**src/rtl/alu_chk_fifo.sv**
```systemverilog
`default_nettype none
// ============================================================================
// Module   : alu_chk_fifo
// Brief    : First-word-fall-through FIFO with occupancy count and sync clear
// Revision : 1.0 - initial release
// ============================================================================
module alu_chk_fifo #(
  parameter int W     = 20,
  parameter int DEPTH = 4
) (
  input  logic                   clk,
  input  logic                   rst,
  input  logic                   clear_i,
  input  logic                   push_i,
  input  logic [W-1:0]           wdata_i,
  input  logic                   pop_i,
  output logic [W-1:0]           rdata_o,
  output logic                   valid_o,
  output logic                   full_o,
  output logic [$clog2(DEPTH):0] count_o
);

  localparam int AW = $clog2(DEPTH);
  localparam int CW = AW + 1;

  logic [W-1:0]  mem_q [DEPTH];
  logic [AW-1:0] wr_ptr_q, wr_ptr_d;
  logic [AW-1:0] rd_ptr_q, rd_ptr_d;
  logic [CW-1:0] count_q, count_d;
  logic          w_push, w_pop;

  // A pop frees the slot this edge, so a push into a full FIFO is still taken.
  always_comb begin
    w_pop    = pop_i & (count_q != '0);
    w_push   = push_i & ((count_q != CW'(DEPTH)) | w_pop);
    wr_ptr_d = wr_ptr_q + AW'(w_push);
    rd_ptr_d = rd_ptr_q + AW'(w_pop);
    count_d  = count_q + CW'(w_push) - CW'(w_pop);
    if (clear_i) begin
      wr_ptr_d = '0;
      rd_ptr_d = '0;
      count_d  = '0;
    end
  end

  always_ff @(posedge clk or posedge rst) begin
    if (rst) begin
      wr_ptr_q <= '0;
      rd_ptr_q <= '0;
      count_q  <= '0;
      for (int i = 0; i < DEPTH; i++) mem_q[i] <= '0;
    end else begin
      wr_ptr_q <= wr_ptr_d;
      rd_ptr_q <= rd_ptr_d;
      count_q  <= count_d;
      if (clear_i) begin
        for (int i = 0; i < DEPTH; i++) mem_q[i] <= '0;
      end else if (w_push) begin
        mem_q[wr_ptr_q] <= wdata_i;
      end
    end
  end

  assign rdata_o = mem_q[rd_ptr_q];
  assign valid_o = (count_q != '0);
  assign full_o  = (count_q == CW'(DEPTH));
  assign count_o = count_q;

endmodule
`default_nettype wire

```
**config.mk**
```make
export PLATFORM = sky130hd
export DESIGN_NAME = alu_chk_fifo
export DESIGN_NICKNAME = d
export VERILOG_FILES = /design/src/rtl/alu_chk_fifo.sv
export SDC_FILE = /design/constraint.sdc
export NUM_CORES = 1
export LEC_CHECK = 0
export ABC_CLOCK_PERIOD_IN_PS = 7100
export CORE_MARGIN = 3
export CORE_UTILIZATION = 35
export CTS_BUF_LIST = sky130_fd_sc_hd__clkbuf_2
export DETAILED_ROUTE_END_ITERATION = 12
export PLACE_DENSITY = 0.56
export SLEW_MARGIN = 20
export SYNTH_ARGS = -nofsm -noshare
export SYNTH_HDL_FRONTEND = slang
export SYNTH_SLANG_ARGS = --single-unit
```
**constraint.sdc**
```tcl
create_clock -name clk -period 7.1 [get_ports clk]
set_clock_uncertainty 0.1 [all_clocks]
set_input_delay 1.065 -clock clk [delete_from_list [all_inputs] [get_ports clk]]
set_output_delay 1.065 -clock clk [all_outputs]
set_load 0.1 [all_outputs]
```
==> summary.txt <==
Reg2Reg Depth = 10
syn nets = 399
largest net degree at the start of global routing = 108
#FFs+latches synth = 87
final slew viol count = 0
worst-path maximum fanout = 15
Die W = 119 µm
Post-Syn Area = 4460 µm²
Worst EP arrival = 3.20 ns
Buffers on Ports = 49
Pre-Repair DR Iteration Count = 4
WP data required = 5.93 ns
worst rel slew slack = 31.3%
HP Start = mem_q[10]
Max Cap Violations = 0
io pins = 50
remaining global-route overflow = 0
critical path type = register to output port
Crit Reg-Reg Startpoint = count_o[1]
initial antenna violation count = 0
PnR worst setup slack = 2.73 ns
Area growth syn-to-layout = 16.0%
post-route antenna net violation count = 0
flop-to-flop setup slack = 4.40 ns
starting density of the core = 36.4%
CTS buffer count = 9
area of the core = 12300 µm²
Global Route Usage Sum = 14.9%
smallest hold slack = 0.451 ns
Synth Warn # = 0
Synth cell types = 30
ANT cells = 0
Avg Inst Size Synth = 12.1 µm²
post-detail-place hpwl = 5930 µm
Clock Path Buffers = 2
fill count = 1191
Worst-path clk slew = 0.22 ns
multi-input logic area = 2140 µm²
Sink Count = 87
RD Place Congestion = 0.681
# Post-CTS Setup Buffers = 0
Resized cells post-CTS = 0
Max Clock Freq = 229 MHz
htree depth = 3
CTS tree = done
worst hold path endpoint = mem_q[10]
Fin. Hold Viols = 0
Slew @ Worst Pin = 1.03 ns
via count = 2868
Die Footprint = 14100 µm²
vias per inst = 4.94
setup violators final = 0
Syn Inst Count = 369
most common cell after layout, fill and taps aside = dfrtp_1
first-pass GRT wire length = 16500 µm
wire length per cell = 16.9 µm
die height = 119 µm
most frequent cells in the layout = dfrtp_1, nand2b_1, mux2i_1
register area = 2180 µm²
Clk Latency, worst-skew pair = 0.56 ns
Leakage Power = 0.00233 µW
VDD IR max = 0.277 mV
pwr dens = 278 nW/µm²
reg-to-reg endpoint = count_o[2]
share of cells above drive strength 1 = 11.1%
Critical Path Sink Type = output port
vias in the first global route = 3073
register area share after synthesis = 48.8%
period utilization = 61.5%
critical path launch point type = register
dpl ws = 3.31 ns
Site Rows = 40
Total Wirelength = 9800 µm
Final nets = 438
drt drc = 0
status = completed
Hold Path Stages = 2
Worst Hold Class = register to register
hold buffers post-CTS = 0
minimum clock period = 4.37 ns
RSZ-0062 raised after global routing = no
root buffer cell = clkbuf_2
Sum Neg Setup Slack = 0 ns
DRT iter0 DRCs = 189
-- power by group --
group	switching [µW]	leakage [µW]	internal [µW]	total [µW]
Combinational	407	0.00106	199	606
Clock	168	0.0000682	78.2	246
Sequential	50.3	0.00120	536	587
Total	625	0.00233	814	1440
-- cell type report --
| cell class | instances | share of cell area, % |
|---|---|---|
| Inverter | 4 | 0.314 |
| Timing Repair Buffer | 55 | 10.3 |
| Tap cell | 168 | 4.06 |
| Clock buffer | 10 | 0.966 |
| Clock inverter | 6 | 0.991 |
| Sequential cell | 87 | 42.0 |
| Multi-Input combinational cell | 251 | 41.3 |
-- worst max-delay path by stage --
stage / from / end / slack (ns) / cells past startpoint
final: rd_ptr_q[0] / rdata_o[17] / 2.73 / 3
after global placement: rd_ptr_q[0] / rdata_o[0] / 3.31 / 3
after CTS: rd_ptr_q[0] / rdata_o[0] / 2.61 / 3
after detailed placement: rd_ptr_q[0] / rdata_o[0] / 3.31 / 3
after global routing: rd_ptr_q[0] / rdata_o[0] / 2.52 / 3
after floorplan: count_o[2] / full_o / 2.67 / 1
-- registers in the layout, summed over array words and instances (netlist names) --
signal and flops:
count_o 3, wr_ptr_q 2, mem_q 80, rd_ptr_q 2
-- synthesized netlist by cell type (all sizes together) --
| cell | instances | area [µm²] |
|---|---|---|
| ha | 4 | 50.1 |
| mux2i | 60 | 601 |
| and2 | 2 | 12.5 |
| nand3b | 1 | 7.51 |
| nor3 | 1 | 5.00 |
| clkbuf | 18 | 68.8 |
| nor4b | 1 | 15.0 |
| xnor2 | 2 | 17.5 |
| nand2b | 82 | 513 |
| xor2 | 1 | 8.76 |
| nand3 | 2 | 15.0 |
| nor3b | 1 | 7.51 |
| or3 | 1 | 6.26 |
| o21ai | 40 | 200 |
| inv | 4 | 15.0 |
| dfrtp | 87 | 2180 |
| nor2 | 6 | 25.0 |
| or4b | 1 | 13.8 |
| buf | 9 | 72.6 |
| nand4b | 1 | 15.0 |
| nor2b | 23 | 144 |
| fa | 1 | 20.0 |
| nand2 | 1 | 3.75 |
| mux4 | 20 | 450 |
-- routing by layer --
| metal | GRT usage [%] | vias up | share of wire (%) |
|---|---|---|---|
| li1 | - | 1348 | - |
| met1 | 20.0 | 1448 | 45 |
| met2 | 23.6 | 57 | 49 |
| met3 | 2.85 | 15 | 4.2 |
| met4 | 6.52 | 0 | 1.9 |
| met5 | 0 | - | 0 |
-- metrics by stage --
step / power (µW) / instances / instance area [µm²] / util [%]
after global placement: 1210 / 565 / 5070 / 41.4
after CTS: 1460 / 581 / 5170 / 42.2
after floorplan: 1070 / 369 / 4460 / -
after global routing: 1520 / 581 / 5180 / 42.2
after detailed placement: 1210 / 565 / 5070 / 41.4
final: 1440 / 581 / 5180 / 42.2
-- critical path: stages (launching register included) --
cell             delay (ns)
dfrtp_1                0.68
buf_4                  0.40
mux4_2                 0.57
clkdlybuf4s50_1        0.98
-- logic make-up (layout without fill, tap and decap cells) --
| kind of cell | Yosys count | count (layout) | share of synthesized area (%) |
|---|---|---|---|
| DFF | 87 | 87 | 48.8 |
| buffers and inverters | 31 | 75 | 3.50 |
| adders and majority gates | 5 | 5 | 1.57 |
| muxes | 80 | 80 | 23.5 |
| AOI/OAI and AO/OA | 40 | 40 | 4.48 |
| xor gates and xnor gates | 3 | 3 | 0.589 |
| and+or+nand+nor | 123 | 123 | 17.5 |
No activity file was read; power rests on OpenSTA's default activity.
